<file path="src/rtl/dmem_port_arbiter_pkg.sv">
// Shared definitions for the data-memory port arbiter.
//   - FSM state encodings of the dump sequencer (ST_*)
//   - MEM control constants (byte enables, write-enable levels)
package dmem_port_arbiter_pkg;

  // MEM control defines
  localparam logic       MEM_WE_READ   = 1'b0;
  localparam logic       MEM_WE_WRITE  = 1'b1;
  localparam logic [3:0] FULL_WORD_ENB = 4'b1111;

  // Dump sequencer states
  localparam logic [1:0] ST_IDLE = 2'd0;
  localparam logic [1:0] ST_RD   = 2'd1;
  localparam logic [1:0] ST_HOLD = 2'd2;
  localparam logic [1:0] ST_DONE = 2'd3;

endpackage

</file>
<file path="src/rtl/dmem_port_arbiter_dump_seq.sv">
// Debug memory-dump sequencer: walks [base, base+len) one word at a time and
// presents each word on a valid/ready output register.
//
// state   | meaning
// --------+------------------------------------------------------------
// IDLE    | waiting for a start pulse
// RD      | wants the memory port; reads when the arbiter grants it
// HOLD    | word captured, o_valid held until the consumer takes it
// DONE    | one-cycle done pulse, back to IDLE
//
// Ports:
//   i_clk, i_rst_n        clock, async active-low reset
//   i_start/i_base/i_len  start request and dump range (sampled only in IDLE)
//   i_grant               arbiter gives the port to the dump this cycle (RD)
//   i_mem_rdata           memory read data (same-cycle)
//   i_ready               consumer accepts o_data
//   o_state               current state, used by the arbiter
//   o_rd_addr             word address to read (base+index, wraps)
//   o_busy, o_data, o_valid, o_done   dump status / stream outputs
module dmem_dump_seq
  import dmem_port_arbiter_pkg::*;
#(
  parameter int NB_DATA = 32,
  parameter int NB_ADDR = 10,
  parameter int NB_LEN  = 10
) (
  input  logic               i_clk,
  input  logic               i_rst_n,
  input  logic               i_start,
  input  logic [NB_ADDR-1:0] i_base,
  input  logic [NB_LEN-1:0]  i_len,
  input  logic               i_grant,
  input  logic [NB_DATA-1:0] i_mem_rdata,
  input  logic               i_ready,
  output logic [1:0]         o_state,
  output logic [NB_ADDR-1:0] o_rd_addr,
  output logic               o_busy,
  output logic [NB_DATA-1:0] o_data,
  output logic               o_valid,
  output logic               o_done
);

  logic [1:0]         r_state;
  logic [1:0]         w_next;
  logic [NB_ADDR-1:0] r_base;
  logic [NB_LEN-1:0]  r_len;
  logic [NB_LEN-1:0]  r_index;
  logic [NB_DATA-1:0] r_data;
  logic               r_valid;
  logic               r_done;
  logic               w_last;
  logic               w_take;

  assign w_last = (r_index == r_len - NB_LEN'(1));
  assign w_take = r_valid & i_ready;

  always_comb begin
    w_next = r_state;
    case (r_state)
      ST_IDLE: if (i_start) w_next = (i_len == '0) ? ST_DONE : ST_RD;
      ST_RD:   if (i_grant) w_next = ST_HOLD;
      ST_HOLD: if (w_take)  w_next = w_last ? ST_DONE : ST_RD;
      ST_DONE: w_next = ST_IDLE;
      default: w_next = ST_IDLE;
    endcase
  end

  always_ff @(posedge i_clk or negedge i_rst_n) begin
    if (!i_rst_n) begin
      r_state <= ST_IDLE;
      r_base  <= '0;
      r_len   <= '0;
      r_index <= '0;
      r_data  <= '0;
      r_valid <= 1'b0;
      r_done  <= 1'b0;
    end else begin
      r_state <= w_next;
      // Registered so the pulse lines up exactly with the DONE state.
      r_done  <= (w_next == ST_DONE);
      case (r_state)
        ST_IDLE: begin
          if (i_start) begin
            r_base  <= i_base;
            r_len   <= i_len;
            r_index <= '0;
          end
        end
        ST_RD: begin
          if (i_grant) begin
            r_data  <= i_mem_rdata;
            r_valid <= 1'b1;
          end
        end
        ST_HOLD: begin
          if (w_take) begin
            r_valid <= 1'b0;
            if (!w_last) r_index <= r_index + NB_LEN'(1);
          end
        end
        default: ;
      endcase
    end
  end

  // Natural modulo-2^NB_ADDR wrap of the address adder.
  assign o_rd_addr = r_base + NB_ADDR'(r_index);
  assign o_state   = r_state;
  assign o_busy    = (r_state == ST_RD) || (r_state == ST_HOLD);
  assign o_data    = r_data;
  assign o_valid   = r_valid;
  assign o_done    = r_done;

endmodule

</file>
<file path="src/rtl/dmem_port_arbiter.sv">
// Data-memory port arbiter between the pipeline MEM stage and the debug dump
// sequencer. The pipeline has priority; a wait counter lets the dump steal a
// single cycle after MAX_WAIT consecutive denials, stalling the pipeline only
// in that cycle.
//
// Ports:
//   i_clk, i_rst_n                 clock, async active-low reset
//   i_pipe_*                       MEM stage request (req/we/byte_enb/addr/wdata)
//   o_pipe_rdata, o_pipe_stall     read data back to MEM, stall when denied
//   i_dbg_start/base/len           dump request
//   o_dbg_busy/data/valid/done     dump status and word stream
//   i_dbg_ready                    stream consumer ready
//   o_mem_*, i_mem_rdata           byte_memory port (combinational read)
module dmem_port_arbiter
  import dmem_port_arbiter_pkg::*;
#(
  parameter int NB_DATA  = 32,
  parameter int NB_ADDR  = 10,
  parameter int NB_LEN   = 10,
  parameter int MAX_WAIT = 4
) (
  input  logic               i_clk,
  input  logic               i_rst_n,
  input  logic               i_pipe_req,
  input  logic               i_pipe_we,
  input  logic [3:0]         i_pipe_byte_enb,
  input  logic [NB_ADDR-1:0] i_pipe_addr,
  input  logic [NB_DATA-1:0] i_pipe_wdata,
  output logic [NB_DATA-1:0] o_pipe_rdata,
  output logic               o_pipe_stall,
  input  logic               i_dbg_start,
  input  logic [NB_ADDR-1:0] i_dbg_base,
  input  logic [NB_LEN-1:0]  i_dbg_len,
  output logic               o_dbg_busy,
  output logic [NB_DATA-1:0] o_dbg_data,
  output logic               o_dbg_valid,
  input  logic               i_dbg_ready,
  output logic               o_dbg_done,
  output logic               o_mem_we,
  output logic [3:0]         o_mem_byte_enb,
  output logic [NB_ADDR-1:0] o_mem_addr,
  output logic [NB_DATA-1:0] o_mem_wdata,
  input  logic [NB_DATA-1:0] i_mem_rdata
);

  localparam int NB_WAIT = $clog2(MAX_WAIT + 1);

  logic [1:0]         w_state;
  logic [NB_ADDR-1:0] w_rd_addr;
  logic               w_pipe_wins;
  logic               w_grant;
  logic [NB_WAIT-1:0] r_wait_cnt;

  assign w_pipe_wins = i_pipe_req && (r_wait_cnt < NB_WAIT'(MAX_WAIT));
  // Exactly one owner per cycle: the dump only in RD when the pipeline
  // either is idle or has used up its priority budget.
  assign w_grant     = (w_state == ST_RD) && !w_pipe_wins;

  always_ff @(posedge i_clk or negedge i_rst_n) begin
    if (!i_rst_n) begin
      r_wait_cnt <= '0;
    end else if (w_state == ST_IDLE) begin
      r_wait_cnt <= '0;
    end else if (w_state == ST_RD) begin
      if (w_grant) r_wait_cnt <= '0;
      else         r_wait_cnt <= r_wait_cnt + NB_WAIT'(1);
    end
  end

  dmem_dump_seq #(
    .NB_DATA (NB_DATA),
    .NB_ADDR (NB_ADDR),
    .NB_LEN  (NB_LEN)
  ) u_dump_seq (
    .i_clk       (i_clk),
    .i_rst_n     (i_rst_n),
    .i_start     (i_dbg_start),
    .i_base      (i_dbg_base),
    .i_len       (i_dbg_len),
    .i_grant     (w_grant),
    .i_mem_rdata (i_mem_rdata),
    .i_ready     (i_dbg_ready),
    .o_state     (w_state),
    .o_rd_addr   (w_rd_addr),
    .o_busy      (o_dbg_busy),
    .o_data      (o_dbg_data),
    .o_valid     (o_dbg_valid),
    .o_done      (o_dbg_done)
  );

  assign o_mem_we       = w_grant ? MEM_WE_READ : (i_pipe_req & i_pipe_we);
  assign o_mem_byte_enb = w_grant ? FULL_WORD_ENB : i_pipe_byte_enb;
  assign o_mem_addr     = w_grant ? w_rd_addr : i_pipe_addr;
  assign o_mem_wdata    = i_pipe_wdata;
  assign o_pipe_rdata   = i_mem_rdata;
  // The denied access is simply not performed; MEM re-presents it.
  assign o_pipe_stall   = w_grant & i_pipe_req;

endmodule

</file>
<file path="config.mk">
export PLATFORM = sky130hd
export DESIGN_NAME = dmem_port_arbiter
export DESIGN_NICKNAME = d
export VERILOG_FILES = /design/src/rtl/dmem_port_arbiter_pkg.sv /design/src/rtl/dmem_port_arbiter_dump_seq.sv /design/src/rtl/dmem_port_arbiter.sv
export SDC_FILE = /design/constraint.sdc
export NUM_CORES = 1
export LEC_CHECK = 0
export CAP_MARGIN = 15
export CORE_MARGIN = 10
export CORE_UTILIZATION = 41
export DETAILED_ROUTE_END_ITERATION = 8
export PLACE_DENSITY_LB_ADDON = 0.3
export SETUP_SLACK_MARGIN = 0.15
export SYNTH_ARGS = -nofsm -noshare
export SYNTH_HDL_FRONTEND = slang
export SYNTH_HIERARCHICAL = 1
export SYNTH_SLANG_ARGS = --single-unit
</file>
<file path="constraint.sdc">
create_clock -name i_clk -period 3.4 [get_ports i_clk]
set_clock_uncertainty 0.15 [all_clocks]
set_input_delay 0.68 -clock i_clk [delete_from_list [all_inputs] [get_ports i_clk]]
set_output_delay 0.68 -clock i_clk [all_outputs]
set_load 0.02 [all_outputs]
</file>
==> tab_implementation.tex <==
\begin{tabular}{lr}
\hline
Metric & Value \\
\hline
\multicolumn{2}{l}{\textbf{Outcome}} \\
Run status & finished clean \\
\multicolumn{2}{l}{\textbf{Floorplanning}} \\
Core outline area & 10230 um\^{}2 \\
Initial core utilization & 41.81\% \\
Number of rows created at floorplan & 37 \\
Total die area & 14920 um\^{}2 \\
Height of the die & 122.1 um \\
IO Count & 219 \\
Die Wd & 122.1 um \\
\multicolumn{2}{l}{\textbf{STA}} \\
Max-slew violation total from the final report & 0 \\
Worst rel slew slack & 47.12\% \\
Number of hold-slack violations in the final timing report & 0 \\
Fmax & 0.3069 GHz \\
Count of endpoints failing setup in the final report & 0 \\
Slew of the pin with the lowest slew margin & 0.7933 ns \\
RSZ-0062 raised after global routing & yes \\
Tcrit/Tclk final & 95.83\% \\
Fin worst setup slack & 0.1418 ns \\
Shortest period the worst path allows & 3.258 ns \\
\multicolumn{2}{l}{\textbf{Setup path}} \\
Setup slack of the most critical reg-to-reg path & 0.60 ns \\
Type of the setup path with the least slack & flop to output port \\
Worst setup EP type & output port \\
R2R Path End & u\_dump\_seq/r\_index[9]\$\_DFFE\_PN0P\_ \\
Number of cells traversed by the worst register-to-register path & 7 \\
Startpoint kind of the worst setup timing path & flop \\
Worst Path Required & 2.57 ns \\
Data arrival time of the critical path & 2.43 ns \\
Maximum fanout count along the critical path & 3 \\
Reg2reg start & u\_dump\_seq/r\_len[0]\$\_DFFE\_PN0P\_ \\
\multicolumn{2}{l}{\textbf{GRT}} \\
Maximum number of pins on one net before global-route repair & 37 \\
Initial antenna violation count & 0 \\
Total overflow reported by the global router & 0 \\
First-pass GRT wire length & 18.06 mm \\
Via count of the first global-routing pass & 3649 \\
Overall routing resource usage & 15.08\% \\
\multicolumn{2}{l}{\textbf{Finish}} \\
Layout overhead on the synthesized area & 36.53\% \\
Footprint of the multi-input gates & 2013 um\^{}2 \\
Area occupied by registers & 1727 um\^{}2 \\
Antenna diode count & 0 \\
Number of fill cells & 892 \\
Total number of nets in the final design & 619 \\
Final instance area & 5841 um\^{}2 \\
Fraction of final layout cells with drive strength greater than 1 & 23.41\% \\
\multicolumn{2}{l}{\textbf{Clock tree}} \\
Inserted Clock Buffers & 9 \\
CTS clk-pin slew, worst paths & 0.08 ns \\
Clock H-tree levels & 3 \\
Total number of clock tree sinks & 69 \\
Number of buffers inserted by post-CTS setup repair & 0 \\
Clock network latency to the later pin of the worst-skew pair & 0.34 ns \\
CTS Root Cell & sky130\_fd\_sc\_hd\_\_clkbuf\_8 \\
TritonCTS clock tree & done \\
Number of hold-repair buffers added at the cts stage & 0 \\
Worst-case clock buffer depth & 2 \\
\multicolumn{2}{l}{\textbf{Power and ir drop}} \\
Worst IR Drop VDD & 0.0004099 V \\
Power density normalized to cell area & 775.5 nW/um\^{}2 \\
Switch share & 38.01\% \\
Net Switching & 1.721 mW \\
Comb power frac & 53.7\% \\
Cell Int Power & 2.808 mW \\
Leak pwr & 2.523 nW \\
Clock network fraction of total power & 14.8\% \\
Sequential share of power & 31.5\% \\
\multicolumn{2}{l}{\textbf{Place}} \\
Port buffer count & 154 \\
Dpl hpwl & 8.793 mm \\
Placed standard-cell area & 5608 um\^{}2 \\
Final RePlAce weighted congestion & 0.8250 \\
Post-Place Setup Slack & -0.05451 ns \\
\multicolumn{2}{l}{\textbf{Synth}} \\
Fraction of the yosys area taken by sequential cells & 40.36\% \\
Number of nets in the synthesized netlist & 510 \\
Top area cells in the synthesized netlist & sky130\_fd\_sc\_hd\_\_dfrtp\_1 (40\%), sky130\_fd\_sc\_hd\_\_mux2\_2 (15\%), sky130\_fd\_sc\_hd\_\_buf\_4 (11\%), sky130\_fd\_sc\_hd\_\_ha\_1 (4.4\%), sky130\_fd\_sc\_hd\_\_xnor2\_1 (3.1\%) \\
Most frequently used flop master after synthesis & sky130\_fd\_sc\_hd\_\_dfrtp\_1 \\
Most frequent cells after synthesis & sky130\_fd\_sc\_hd\_\_dfrtp\_1 (69), sky130\_fd\_sc\_hd\_\_buf\_4 (64), sky130\_fd\_sc\_hd\_\_mux2\_2 (57) \\
Post-Syn Area per Cell & 10.97 um\^{}2 \\
Netlist area before placement & 4278 um\^{}2 \\
Most repeated cell in the gate-level netlist after synthesis & sky130\_fd\_sc\_hd\_\_dfrtp\_1 \\
EDFF count, synth & 0 \\
Synth cell types & 52 \\
Number of synthesized register bits & 69 \\
Share of Yosys cell area claimed by the top area cell type & 40.36\% \\
Cell accounting for the most synthesized area & sky130\_fd\_sc\_hd\_\_dfrtp\_1 \\
Gate count of the mapped netlist & 390 \\
Async SR Flop Fraction & 100.0\% \\
Yosys warns & 6 \\
\multicolumn{2}{l}{\textbf{Routing}} \\
WL met3 & 1.461 mm \\
Starting DRC count in detailed routing & 79 \\
Average vias per placed instance & 4.983 \\
WL/cell & 17.11 um \\
Met1 wire length & 3.897 mm \\
DRT Wirelength & 10.95 mm \\
Number of detailed-route iterations in the first pass & 4 \\
Via count of the routed design & 3189 \\
Residual DRC count & 0 \\
Total length of routed met2 wires & 5.399 mm \\
Post-route antenna net violation count & 0 \\
Max layer used & met4 \\
\multicolumn{2}{l}{\textbf{Run}} \\
Count of max-cap constraint violations & 0 \\
\multicolumn{2}{l}{\textbf{Hold path}} \\
Path category of the worst min-delay check & primary input to asynchronous set/reset pin \\
\hline
\end{tabular}
## layout by cell type (no fill, tap or decap), types with 3 or more instances in the layout
cell type	netlist	final
sky130_fd_sc_hd__o21ai_0	14	11
sky130_fd_sc_hd__nor2_1	15	15
sky130_fd_sc_hd__nand2b_1	9	9
sky130_fd_sc_hd__nand3_1	6	6
sky130_fd_sc_hd__nor2b_1	6	6
sky130_fd_sc_hd__buf_4	64	14
sky130_fd_sc_hd__xor2_1	9	9
sky130_fd_sc_hd__clkdlybuf4s50_1	0	145
sky130_fd_sc_hd__a21oi_1	10	8
sky130_fd_sc_hd__mux2_2	57	56
sky130_fd_sc_hd__nand2_1	17	17
sky130_fd_sc_hd__a21o_1	3	3
sky130_fd_sc_hd__inv_1	14	13
sky130_fd_sc_hd__and2_1	5	5
sky130_fd_sc_hd__dfrtp_1	69	69
sky130_fd_sc_hd__a31oi_1	4	4
sky130_fd_sc_hd__xnor2_1	15	15
sky130_fd_sc_hd__ha_1	15	14
sky130_fd_sc_hd__clkbuf_8	0	10
sky130_fd_sc_hd__nor3_1	5	5
sky130_fd_sc_hd__mux2_4	5	6
sky130_fd_sc_hd__buf_6	1	3
## layout make-up
| class | count | share of cell area (%) |
|---|---|---|
| Multi-Input combinational cell | 236 | 34.47 |
| Sequential cell | 69 | 29.56 |
| Timing Repair Buffer | 169 | 28.71 |
| Tap cell | 136 | 2.913 |
| Clock buffer | 11 | 2.421 |
| Clock inverter | 5 | 1.028 |
| Inverter | 14 | 0.8997 |
## per-layer routing
layer / global-route usage [%] / up-vias
met5: 0 / -
li1: - / 1521
met2: 25.17 / 115
met3: 10.08 / 31
met4: 5.302 / 0
met1: 14.72 / 1522
## power by group through the flow
stage	logic [mW]	clock network [mW]	registers (mW)
4_1_cts	2.45	0.698	1.43
3_3_place_gp	2.38	0	1.41
6_report	2.43	0.669	1.43
2_1_floorplan	1.29	0	1.64
3_5_place_dp	2.43	0	1.44
5_1_grt	2.65	0.733	1.48
## state kept, by name (all words and copies together) (netlist names)
register	flops
u_dump_seq/o_done	1
u_dump_seq/o_data	32
u_dump_seq/r_len	10
u_dump_seq/r_base	10
r_wait_cnt	3
u_dump_seq/r_index	10
u_dump_seq/o_valid	1
u_dump_seq/o_state	2
## cells by family (layout without fill, tap and decap cells)
group / Yosys count / after routing / share of synthesized area [%]
buffers and inverters: 85 / 199 / 13.25
and+or+nand+nor: 83 / 83 / 10.85
DFF: 69 / 69 / 40.36
muxes: 64 / 64 / 17.23
AOI/OAI and AO/OA: 49 / 49 / 8.540
xor gates and xnor gates: 24 / 24 / 4.914
adders and majority gates: 16 / 16 / 4.855
## worst max-delay path by stage
stage	start	endpoint	slack [ns]	cells past startpoint
floorplan	u_dump_seq/r_index[0]$_DFFE_PN0P_	o_mem_addr[8]	0.49	11
global placement	u_dump_seq/r_base[0]$_DFFE_PN0P_	o_mem_addr[8]	0.04	12
detailed placement	u_dump_seq/r_base[1]$_DFFE_PN0P_	o_mem_addr[9]	-0.05	10
CTS	u_dump_seq/r_base[0]$_DFFE_PN0P_	o_mem_addr[6]	0.11	12
global route	u_dump_seq/r_base[2]$_DFFE_PN0P_	o_mem_addr[8]	-0.02	10
finish	u_dump_seq/r_base[2]$_DFFE_PN0P_	o_mem_addr[8]	0.14	10
## repair_timing
| item | in CTS | in global routing |
|---|---|---|
| setup endpoints to repair | 8 | 8 |
| pin swaps | 8 | 10 |
| resized for setup | 32 | 11 |
## through the flow
stage / power, mW / TNS [ns] / hold WS, ns / instances / utilization [%]
global route: 4.862 / -0.01774 / 0.3107 / 640 / 57.09
CTS: 4.580 / 0 / 0.2910 / 640 / 56.82
finish: 4.529 / 0 / 0.2638 / 640 / 57.09
global placement: 3.799 / 0 / 0.3371 / 624 / 54.81
floorplan: 2.933 / 0 / 0.2344 / 390 / -
detailed placement: 3.877 / -0.08060 / 0.3384 / 624 / 54.81
## critical path, stage by stage (launching register included)
cell	delay, ns
sky130_fd_sc_hd__dfrtp_1	0.39
sky130_fd_sc_hd__ha_1	0.36
sky130_fd_sc_hd__nor2b_1	0.16
sky130_fd_sc_hd__o21ai_1	0.12
sky130_fd_sc_hd__nand2b_1	0.09
sky130_fd_sc_hd__a21o_1	0.19
sky130_fd_sc_hd__a21oi_2	0.17
sky130_fd_sc_hd__o21ai_2	0.07
sky130_fd_sc_hd__xor2_1	0.14
sky130_fd_sc_hd__mux2_4	0.28
sky130_fd_sc_hd__buf_6	0.13
Note: power is estimated with default switching activity, not from simulation.
